<file path="config.mk">
export PLATFORM = sky130hd
export DESIGN_NAME = sha256_pad_ctrl
export DESIGN_NICKNAME = d
export VERILOG_FILES = /design/src/rtl/sha256_pad_ctrl.sv
export SDC_FILE = /design/constraint.sdc
export NUM_CORES = 1
export LEC_CHECK = 0
export BUFFER_PORTS_ARGS = -buffer_cell sky130_fd_sc_hd__buf_2
export CAP_MARGIN = 20
export CORE_MARGIN = 2
export CORE_UTILIZATION = 45
export DETAILED_ROUTE_END_ITERATION = 7
export PLACE_DENSITY = 0.67
export SETUP_SLACK_MARGIN = 0.02
export SLEW_MARGIN = 40
export SYNTH_ARGS = -nofsm -noshare
export SYNTH_HDL_FRONTEND = slang
export SYNTH_SLANG_ARGS = --single-unit
</file>
<file path="constraint.sdc">
create_clock -name clk -period 3.6 [get_ports clk]
set_clock_uncertainty 0.2 [all_clocks]
set_input_delay 0.36 -clock clk [delete_from_list [all_inputs] [get_ports clk]]
set_output_delay 0.36 -clock clk [all_outputs]
set_load 0.01 [all_outputs]
</file>
<file path="src/rtl/sha256_pad_ctrl.sv">
// SHA-256 padding controller: packs 32-bit words into 512-bit blocks, then appends the 0x80 marker, zero fill and 64-bit length.
// Block valid the cycle after the 16th or last word; in_ready stays low while a block waits for blk_ready.
module sha256_pad_ctrl #(
    parameter int LEN_W = 64
) (
    input  logic         clk,
    input  logic         rst_n,
    input  logic         in_valid,
    output logic         in_ready,
    input  logic [31:0]  in_data,
    input  logic         in_last,
    input  logic [2:0]   in_nbytes,
    output logic         blk_valid,
    input  logic         blk_ready,
    output logic [511:0] blk_data,
    output logic         blk_last,
    output logic         busy
);

    typedef enum logic [1:0] {S_FILL, S_BLK, S_XTRA} state_t;

    state_t           r_state;
    state_t           w_state_nxt;
    logic [31:0]      r_buf [16];
    logic [3:0]       r_widx;
    logic [LEN_W-1:0] r_bitlen;
    logic             r_fin;
    logic             r_mark_pending;
    logic             r_xtra;
    logic             r_busy;

    logic             w_accept;
    logic [2:0]       w_n;
    logic             w_full;
    logic [4:0]       w_p;
    logic [LEN_W-1:0] w_bitlen_nxt;
    logic [63:0]      w_len64;
    logic [31:0]      w_last_word;
    logic [511:0]     w_blk_data;

    assign in_ready  = (r_state == S_FILL) && rst_n;
    assign blk_valid = (r_state != S_FILL);
    assign busy      = r_busy;
    assign w_accept  = in_ready && in_valid;

    assign w_n    = (in_nbytes > 3'd4) ? 3'd4 : in_nbytes;
    assign w_full = (w_n == 3'd4);
    // p is the word index that receives the 0x80 marker
    assign w_p    = {1'b0, r_widx} + {4'b0000, w_full};

    assign w_bitlen_nxt = in_last ? (r_bitlen + LEN_W'({w_n, 3'b000}))
                                  : (r_bitlen + LEN_W'(32));
    assign w_len64      = 64'(w_bitlen_nxt);

    always_comb begin
        w_last_word = 32'h8000_0000;
        case (w_n)
            3'd1:    w_last_word = {in_data[31:24], 24'h80_0000};
            3'd2:    w_last_word = {in_data[31:16], 16'h8000};
            3'd3:    w_last_word = {in_data[31:8], 8'h80};
            3'd4:    w_last_word = in_data;
            default: w_last_word = 32'h8000_0000;
        endcase
    end

    always_comb begin
        w_blk_data = '0;
        for (int i = 0; i < 16; i++) begin
            w_blk_data[511-32*i -: 32] = r_buf[i];
        end
    end

    always_comb begin
        blk_last = 1'b0;
        blk_data = '0;
        case (r_state)
            S_BLK: begin
                blk_last = r_fin;
                blk_data = w_blk_data;
            end
            S_XTRA: begin
                blk_last = 1'b1;
                blk_data = {(r_mark_pending ? 32'h8000_0000 : 32'h0), 416'h0, 64'(r_bitlen)};
            end
            default: ;
        endcase
    end

    always_ff @(posedge clk) begin
        if (!rst_n) begin
            r_state <= S_FILL;
        end else begin
            r_state <= w_state_nxt;
        end
    end

    always_comb begin
        w_state_nxt = r_state;
        case (r_state)
            S_FILL: if (w_accept && (in_last || r_widx == 4'd15)) w_state_nxt = S_BLK;
            S_BLK:  if (blk_ready) w_state_nxt = r_xtra ? S_XTRA : S_FILL;
            S_XTRA: if (blk_ready) w_state_nxt = S_FILL;
            default: w_state_nxt = S_FILL;
        endcase
    end

    always_ff @(posedge clk) begin
        if (!rst_n) begin
            for (int i = 0; i < 16; i++) r_buf[i] <= '0;
            r_widx         <= '0;
            r_bitlen       <= '0;
            r_fin          <= 1'b0;
            r_mark_pending <= 1'b0;
            r_xtra         <= 1'b0;
            r_busy         <= 1'b0;
        end else begin
            case (r_state)
                S_FILL: begin
                    if (w_accept) begin
                        r_busy   <= 1'b1;
                        r_bitlen <= w_bitlen_nxt;
                        if (!in_last) begin
                            r_buf[r_widx] <= in_data;
                            r_widx        <= r_widx + 4'd1;
                            r_fin         <= 1'b0;
                            r_xtra        <= 1'b0;
                        end else begin
                            r_buf[r_widx] <= w_last_word;
                            if (w_full && r_widx != 4'd15) r_buf[r_widx + 4'd1] <= 32'h8000_0000;
                            if (w_p <= 5'd13) begin
                                r_buf[14] <= w_len64[63:32];
                                r_buf[15] <= w_len64[31:0];
                            end
                            r_fin          <= (w_p <= 5'd13);
                            r_xtra         <= (w_p >= 5'd14);
                            r_mark_pending <= (w_p == 5'd16);
                        end
                    end
                end
                S_BLK: begin
                    if (blk_ready) begin
                        for (int i = 0; i < 16; i++) r_buf[i] <= '0;
                        r_widx <= '0;
                        if (r_fin) begin
                            r_bitlen <= '0;
                            r_busy   <= 1'b0;
                            r_fin    <= 1'b0;
                        end
                    end
                end
                S_XTRA: begin
                    if (blk_ready) begin
                        r_mark_pending <= 1'b0;
                        r_bitlen       <= '0;
                        r_xtra         <= 1'b0;
                        r_busy         <= 1'b0;
                    end
                end
                default: ;
            endcase
        end
    end

endmodule

</file>
==> metrics.md, run 1 <==
| Metric | Value |
|---|---|
| Top cell type's share of synthesized area | 0.416 |
| Peak supply drop | 0.397 mV |
| Synth Area per Inst | 7.39 um2 |
| Final Cycle Share | 0.960 |
| Dpl hpwl | 75,900 um |
| CP top delay family | buffers and inverters |
| Remaining antenna violation count after routing | 0 |
| Crit-path max cell delay | just over 0.4 ns |
| WP depth | 6 |
| Status | finished clean |
| Initial DRT Pass Iterations | 6 |
| Initial antenna violation count | 4 |
| Syn-to-layout area delta | 22.2% |
| Setup Crit Path Kind | register to primary output |
| Final Hold Fails | 0 |
| Largest area contributor in the netlist | dfxtp_1 |
| I/O Buffers | 555 |
| Slowest CP cell | buf_12 |
| Fin cells | about 5,100 |
| Via/cell ratio | 5.90 |
| GRT Util Overall | 0.345 |
| Final Setup Violations | 0 |
| Max-Cap Viols | 0 |
| Most frequent cells after synthesis | 1,056 x nor2_1, 583 x dfxtp_1, 459 x and2_1 |
| Total Neg Setup Slack | 0 ns |
| Critical path buffers and inverters | 3 |
| Crit-path max FO | 169 |
| Max Root-Sink Buffers | 3 |
| Register area share after synthesis | 0.416 |
| Tmin final | roughly 3.5 ns |
| Rows | 91 |
| Die ar. | around 64,000 um2 |
| Crit path to | blk_data[63] |
| Setup crit start | r_state[1]$_SDFFE_PN0P_ |
| Initial core utilization | 0.455 |
| Syn nets | a little under 4,000 |
| Post-place instance area | 32,100 um2 |
| Clk slew on worst S/H paths | 0.06 ns |
| Fin. max-slew vios | 0 |
| Ys Warns | 0 |
| Largest net degree at the start of global routing | 170 |
| CP cell instances | inv_1, ha_4, buf_12, a22oi_1, nor2_1, buf_2 |
| GP Congestion | 0.981 |
| Post-synth ARST share | 0 |
| Htree depth | 2 |
| Filler cells | just under 6,000 |
| Smallest hold slack | 0.0220 ns |
| Fmax | ~290 MHz |
| Post-Route WL | between 100,000 and 150,000 um |
| CP endpoint kind | primary output |
| Req. time, crit path | 3.04 ns |
| Worst skew pair latency | 0.67 ns |
| Worst path arrival time | 2.90 ns |
| Layout cells sized above 1 | 0.209 |
| Flops & latches, synth | a little under 600 |
| Worst R2R End | r_bitlen[55]$_SDFFE_PN0P_ |
| Top-count cell post-synth | nor2_1 |
| Reg2reg path depth | 8 |
| Largest cells by area after synthesis | dfxtp_1 42%, nor2_1 14%, and2_1 10% |
| Startpoint Class | register |
| Io pins | between 500 and 600 |
| First-pass GRT wire length | around 170,000 um |
| Slew @ Worst Pin | 0.910 ns |
| Pleak | 15.6 nW |
| Initial drt markers | 4,042 |
| Reg2Reg Launch Point | r_state[0]$_SDFFE_PN0P_ |
| Vias post-DR | 29,900 |
| PwrDens | 421 nW/um2 |
| Design area | 34,300 um2 |
| Placed Cells | 4,952 |
| Final core occ | 0.556 |
| R2R setup slack | 0.45 ns |
| Vias in the first global route | 26,400 |
| Max_slew headroom | 0.393 |
| Die Y | 254 um |
| RSZ-0062 raised after global routing | false |
| Post-Syn Area | about 28,000 um2 |
| Post-CTS Setup Repair Bufs | 0 |
| CTS tree | done |
| Hold Crit Class | input port to register |
| Syn Inst Count | 3,799 |
| Die Wd | 254 um |
| Root Driver | clkbuf_16 |
| Post-synth EDFFs | 0 |
| Number of clock buffers inserted by TritonCTS | 61 |
| Clock sinks | between 500 and 600 |
| Core Box Area | 61,700 um2 |
| DR DRC count | 0 |
| Nets | 4,241 |
| Gr ovfl total | 0 |
| Post-synth cell types | 63 |
| Predominant post-synthesis flop cell | dfxtp_1 |
| WL/cell | 23.1 um |
==> power breakdown <==
group,leakage (nW),internal (W),switching [W],total (W)
logic,9.86,0.000267,0.000919,0.00119
clock network,1.05,0.00382,0.00290,0.00672
registers,4.70,0.00650,0.0000354,0.00653
==> what timing repair did <==
item	CTS	global route
endpoints found under the hold margin	21	0
hold buffers	5	0
gates resized for setup	0	0
==> metal layers <==
metal / up-vias / GRT usage / share of wire
li1: 13800 / - / -
met1: 14100 / 0.448 / 0.40
met2: 1703 / 0.514 / 0.43
met3: 319 / 0.0967 / 0.11
met4: 0 / 0.193 / 0.063
met5: - / 0 / 0
==> metrics by stage <==
step	setup WS (ns)	power, W
finish	0.145	0.0144
global route	0.0550	0.0148
CTS	0.191	0.0145
detailed placement	0.372	0.00782
global placement	0.308	0.00780
floorplan	0.483	0.00724
==> final cells by class <==
class	instances	area, um2	area share
timing repair buffer	708	4250	0.124
antenna	3	7.51	0.000219
tap	837	1050	0.0305
clock buffer	81	1720	0.0502
clock inverter	35	404	0.0118
sequential	583	11700	0.340
multi-input combinational	2812	15100	0.441
inverter	18	67.6	0.00197
==> cells by family (layout without fill, tap and decap cells) <==
kind of cell               Yosys count  in the layout  synth area share
AOI/OAI and AO/OA                  858            858             0.191
other                                0              3                 0
muxes                                8              8           0.00303
buffers and inverters              404            842            0.0551
xor gates and xnor gates            30             30           0.00936
and+or+nand+nor                   1899           1899             0.318
adders and majority gates           17             17           0.00784
DFF                                583            583             0.416
==> flip-flops by register name (all words and copies together) (netlist names) <==
name and count:
r_buf 512, r_bitlen 61, r_widx 4, r_state 2, busy 1, r_fin 1
r_mark_pending 1, r_xtra 1
==> tightest hold or removal path, cell delays in order <==
cell	delay [ns]
buf_2	0.09
nor2b_1	0.20
a222oi_1	0.13
nor2_1	0.08
==> layout by cell type, fill, tap and decap left out, types with 11 or more instances in the layout <==
master and n:
a21boi_0 18, and3_1 13, clkinv_2 21, a221oi_1 17
nand2_1 87, nand4_1 28, or4_1 12, clkbuf_8 12
a22oi_1 69, nor3_1 36, nand2_2 14, nand3_1 84
or3_1 13, dfxtp_1 583, clkbuf_16 61, and4_1 14
buf_2 555, nor2_1 1038, o21ai_0 98, nor2_2 16
xnor2_1 19, ha_1 14, nor4_1 31, o221ai_1 14
xor2_1 11, a21oi_1 141, and2_1 459, a31oi_1 433
inv_1 17, buf_12 23, buf_4 124
==> how the worst min path moves through the flow <==
stage	slack (ns)	depth (start not counted)	to	startpoint
final	0.02	4	r_buf[15][26]$_SDFFE_PP0P_	in_data[26]
after global routing	0.04	3	r_bitlen[32]$_SDFFE_PN0P_	rst_n
after CTS	0.001	4	r_buf[15][26]$_SDFFE_PP0P_	in_data[26]
after detailed placement	0.25	2	r_buf[15][15]$_SDFFE_PP0P_	r_buf[15][15]$_SDFFE_PP0P_
after global placement	0.24	2	r_buf[15][9]$_SDFFE_PP0P_	r_buf[15][9]$_SDFFE_PP0P_
after floorplan	0.23	2	r_buf[15][15]$_SDFFE_PP0P_	r_buf[15][15]$_SDFFE_PP0P_
Note: power is estimated with default switching activity, not from simulation.
==> inputs of run 2 (changes only) <==
--- a/config.mk
+++ b/config.mk
@@ -7,10 +7,11 @@
 export LEC_CHECK = 0
 export BUFFER_PORTS_ARGS = -buffer_cell sky130_fd_sc_hd__buf_2
 export CAP_MARGIN = 20
+export CORE_ASPECT_RATIO = 0.8
 export CORE_MARGIN = 2
 export CORE_UTILIZATION = 45
 export DETAILED_ROUTE_END_ITERATION = 7
-export PLACE_DENSITY = 0.67
+export PLACE_DENSITY = 0.75
 export SETUP_SLACK_MARGIN = 0.02
 export SLEW_MARGIN = 40
 export SYNTH_ARGS = -nofsm -noshare
==> run 2 against run 1 <==
Against the previous run: setup slack improved by 0.19 ns; global-route usage fell by 0.61 points; sequential cell count did not move; sequential power barely moved; non-clock buffer count rose by 4; utilization rose by 0.36 points.
==> metrics.md, run 2 (synthesized netlist as in run 1, its figures left out) <==
| Metric | Value |
|---|---|
| Peak supply drop | 0.430 mV (was 0.397 mV) |
| Reg2reg path depth | 10 (was 8) |
| RSZ-0062 raised after global routing | false (unchanged) |
| R2R setup slack | 0.34 ns (was 0.45 ns) |
| Initial drt markers | 4,036 (was 4,042) |
| Max-Cap Viols | 0 (unchanged) |
| Slew @ Worst Pin | 0.890 ns (was 0.910 ns) |
| Initial core utilization | 0.457 (was 0.455) |
| Die Y | 227 um (was 254 um) |
| Post-place instance area | 32,200 um2 (was 32,100 um2) |
| Rows | 81 (was 91) |
| Filler cells | 5,651 (was 5,910) |
| Design area | 34,400 um2 (was 34,300 um2) |
| Initial antenna violation count | 1 (was 4) |
| Post-Route WL | 116,000 um (was 117,000 um) |
| PwrDens | 420 nW/um2 (was 421 nW/um2) |
| Vias post-DR | 30,300 (was 29,900) |
| Most frequent cells in the layout | 1,039 x nor2_1, 583 x dfxtp_1, 555 x buf_2, 459 x and2_1, 434 x a31oi_1 (was 1,038 x nor2_1, 583 x dfxtp_1, 555 x buf_2, 459 x and2_1, 433 x a31oi_1) |
| Worst skew pair latency | 0.63 ns (was 0.67 ns) |
| Dpl hpwl | 74,800 um (was 75,900 um) |
| GR met2 Demand/Resource | 0.494 (was 0.514) |
| Die ar. | 64,400 um2 (about the same) |
| First-pass GRT wire length | 168,000 um (about the same) |
| Overall power | 0.0144 W (about the same) |
| Total Neg Setup Slack | 0 ns (unchanged) |
| Max Root-Sink Buffers | 3 (unchanged) |
| Setup Crit Path Kind | register to register (was register to primary output) |
| Met1 Use GR | 0.461 (was 0.448) |
| Vias in the first global route | 26,500 (was 26,400) |
| Clock sinks | 583 (unchanged) |
| Io pins | 556 (unchanged) |
| Hold Path End | r_bitlen[3]$_SDFFE_PN0P_ (was r_buf[15][26]$_SDFFE_PP0P_) |
| Global routing's busiest layer | met2 (unchanged) |
| DR DRC count | 0 (unchanged) |
| Via/cell ratio | 5.98 (was 5.90) |
| GRT Util Overall | 0.339 (was 0.345) |
| CP endpoint kind | register (was primary output) |
| GP Congestion | 0.951 (was 0.981) |
| Biggest regs | r_buf x512, r_bitlen x61, r_widx x4 (unchanged) |
| CTS tree | done (unchanged) |
| Startpoint Class | register (unchanged) |
| Post-CTS sizing | 0 (unchanged) |
| Die Wd | 283 um (was 254 um) |
| Most common cell after layout, fill and taps aside | nor2_1 (unchanged) |
| Tmin final | 3.26 ns (was 3.46 ns) |
| Clk slew on worst S/H paths | 0.07 ns (was 0.06 ns) |
| Final Setup Violations | 0 (unchanged) |
| Hold Crit Class | input port to register (unchanged) |
| Setup crit start | r_state[1]$_SDFFE_PN0P_ (unchanged) |
| Fin. max-slew vios | 0 (unchanged) |
| Worst hold start | in_last (was in_data[26]) |
| # diodes | 0 (was 3) |
| Worst path arrival time | 3.56 ns (was 2.90 ns) |
| Layout cells sized above 1 | 0.207 (was 0.209) |
| Worst R2R End | r_buf[9][24]$_SDFFE_PP0P_ (was r_bitlen[55]$_SDFFE_PN0P_) |
| Final Cycle Share | 0.907 (was 0.960) |
| Top reg by flops | r_buf (unchanged) |
| Req. time, crit path | 3.89 ns (was 3.04 ns) |
| Root Driver | clkbuf_16 (unchanged) |
| Reg2Reg Launch Point | r_state[1]$_SDFFE_PN0P_ (was r_state[0]$_SDFFE_PN0P_) |
| Fmax | 306 MHz (was 289 MHz) |
| Syn-to-layout area delta | 22.4% (was 22.2%) |
| Htree depth | 2 (unchanged) |
| Worst Hold Path Cells | 3 (was 4) |
| Largest net degree at the start of global routing | 217 (was 170) |
| Pleak | 15.6 nW (about the same) |
| WL/cell | 22.9 um (was 23.1 um) |
| Nets | 4,242 (was 4,241) |
| Gr ovfl total | 0 (unchanged) |
| M3 GR Usage | 0.0741 (was 0.0967) |
| Max_slew headroom | 0.401 (was 0.393) |
| Remaining antenna violation count after routing | 0 (unchanged) |
| Smallest hold slack | 0.0769 ns (was 0.0220 ns) |
| Initial DRT Pass Iterations | 6 (unchanged) |
| Status | finished clean (unchanged) |
| Post-CTS Setup Repair Bufs | 0 (unchanged) |
| Core Box Area | 61,400 um2 (was 61,700 um2) |
| Number of clock buffers inserted by TritonCTS | 58 (was 61) |
| Max reg flops | 512 (unchanged) |
| I/O Buffers | 555 (unchanged) |
| Final Hold Fails | 0 (unchanged) |
| Crit-path max FO | 18 (was 169) |
| Hold buffer count at cts | 6 (was 5) |
-- run 2: cell count changes in the layout (fill, tap and decap cells not counted), sizes merged, moves of 2 or more --
cell / delta
clkinvlp: -2
bufinv: +3
clkinv: -9
diode: -3
inv: +2
buf: +3
-- run 2: stage by stage --
stage | std cells | utilization | setup slack (ns)
after global routing | 5064 | 0.559 | 0.139
after floorplan | 3799 | - | 0.483
after detailed placement | 4949 | 0.524 | 0.305
after CTS | 5064 | 0.559 | 0.386
final | 5064 | 0.559 | 0.336
after global placement | 4947 | 0.524 | 0.273
-- run 2: cell type report --
type / count / area [um2] / area share
Multi-Input combinational cell: 2812 / 15100 / 0.440
Sequential cell: 583 / 11700 / 0.340
Timing Repair Buffer: 712 / 4370 / 0.127
Clock buffer: 80 / 1660 / 0.0484
Tap cell: 830 / 1040 / 0.0302
Clock inverter: 29 / 429 / 0.0125
Inverter: 18 / 67.6 / 0.00197
-- run 2: worst max path at each step --
stage / end / cells past startpoint / slack (ns)
CTS: blk_data[79] / 5 / 0.39
finish: r_buf[9][24]$_SDFFE_PP0P_ / 10 / 0.34
floorplan: r_bitlen[53]$_SDFFE_PN0P_ / 10 / 0.48
detailed placement: r_bitlen[53]$_SDFFE_PN0P_ / 11 / 0.31
global placement: r_buf[15][19]$_SDFFE_PP0P_ / 10 / 0.27
global route: r_buf[14][31]$_SDFFE_PP1P_ / 9 / 0.14
-- run 2: report_power, final --
group	internal (W)	switching, W	total [W]	leakage [nW]
sequential	0.00650	0.0000335	0.00653	4.70
clock	0.00390	0.00279	0.00669	1.03
combinational	0.000287	0.000932	0.00122	9.90
total	0.0107	0.00375	0.0144	15.6
-- run 2: worst max-delay path, stage by stage (launching register included) --
cell and delay [ns]:
dfxtp_1 0.35, inv_1 0.12, ha_1 0.33, nand4_1 0.40, or3_1 0.44, buf_4 0.26
o21ai_4 0.37, buf_4 0.32, nor2_1 0.09, a31oi_1 0.18, nor2_1 0.06
-- run 2: layer usage --
layer,vias up,share of wire
met5,-,0
met4,0,0.064
met3,380,0.11
met2,1895,0.42
met1,14200,0.40
li1,13800,-
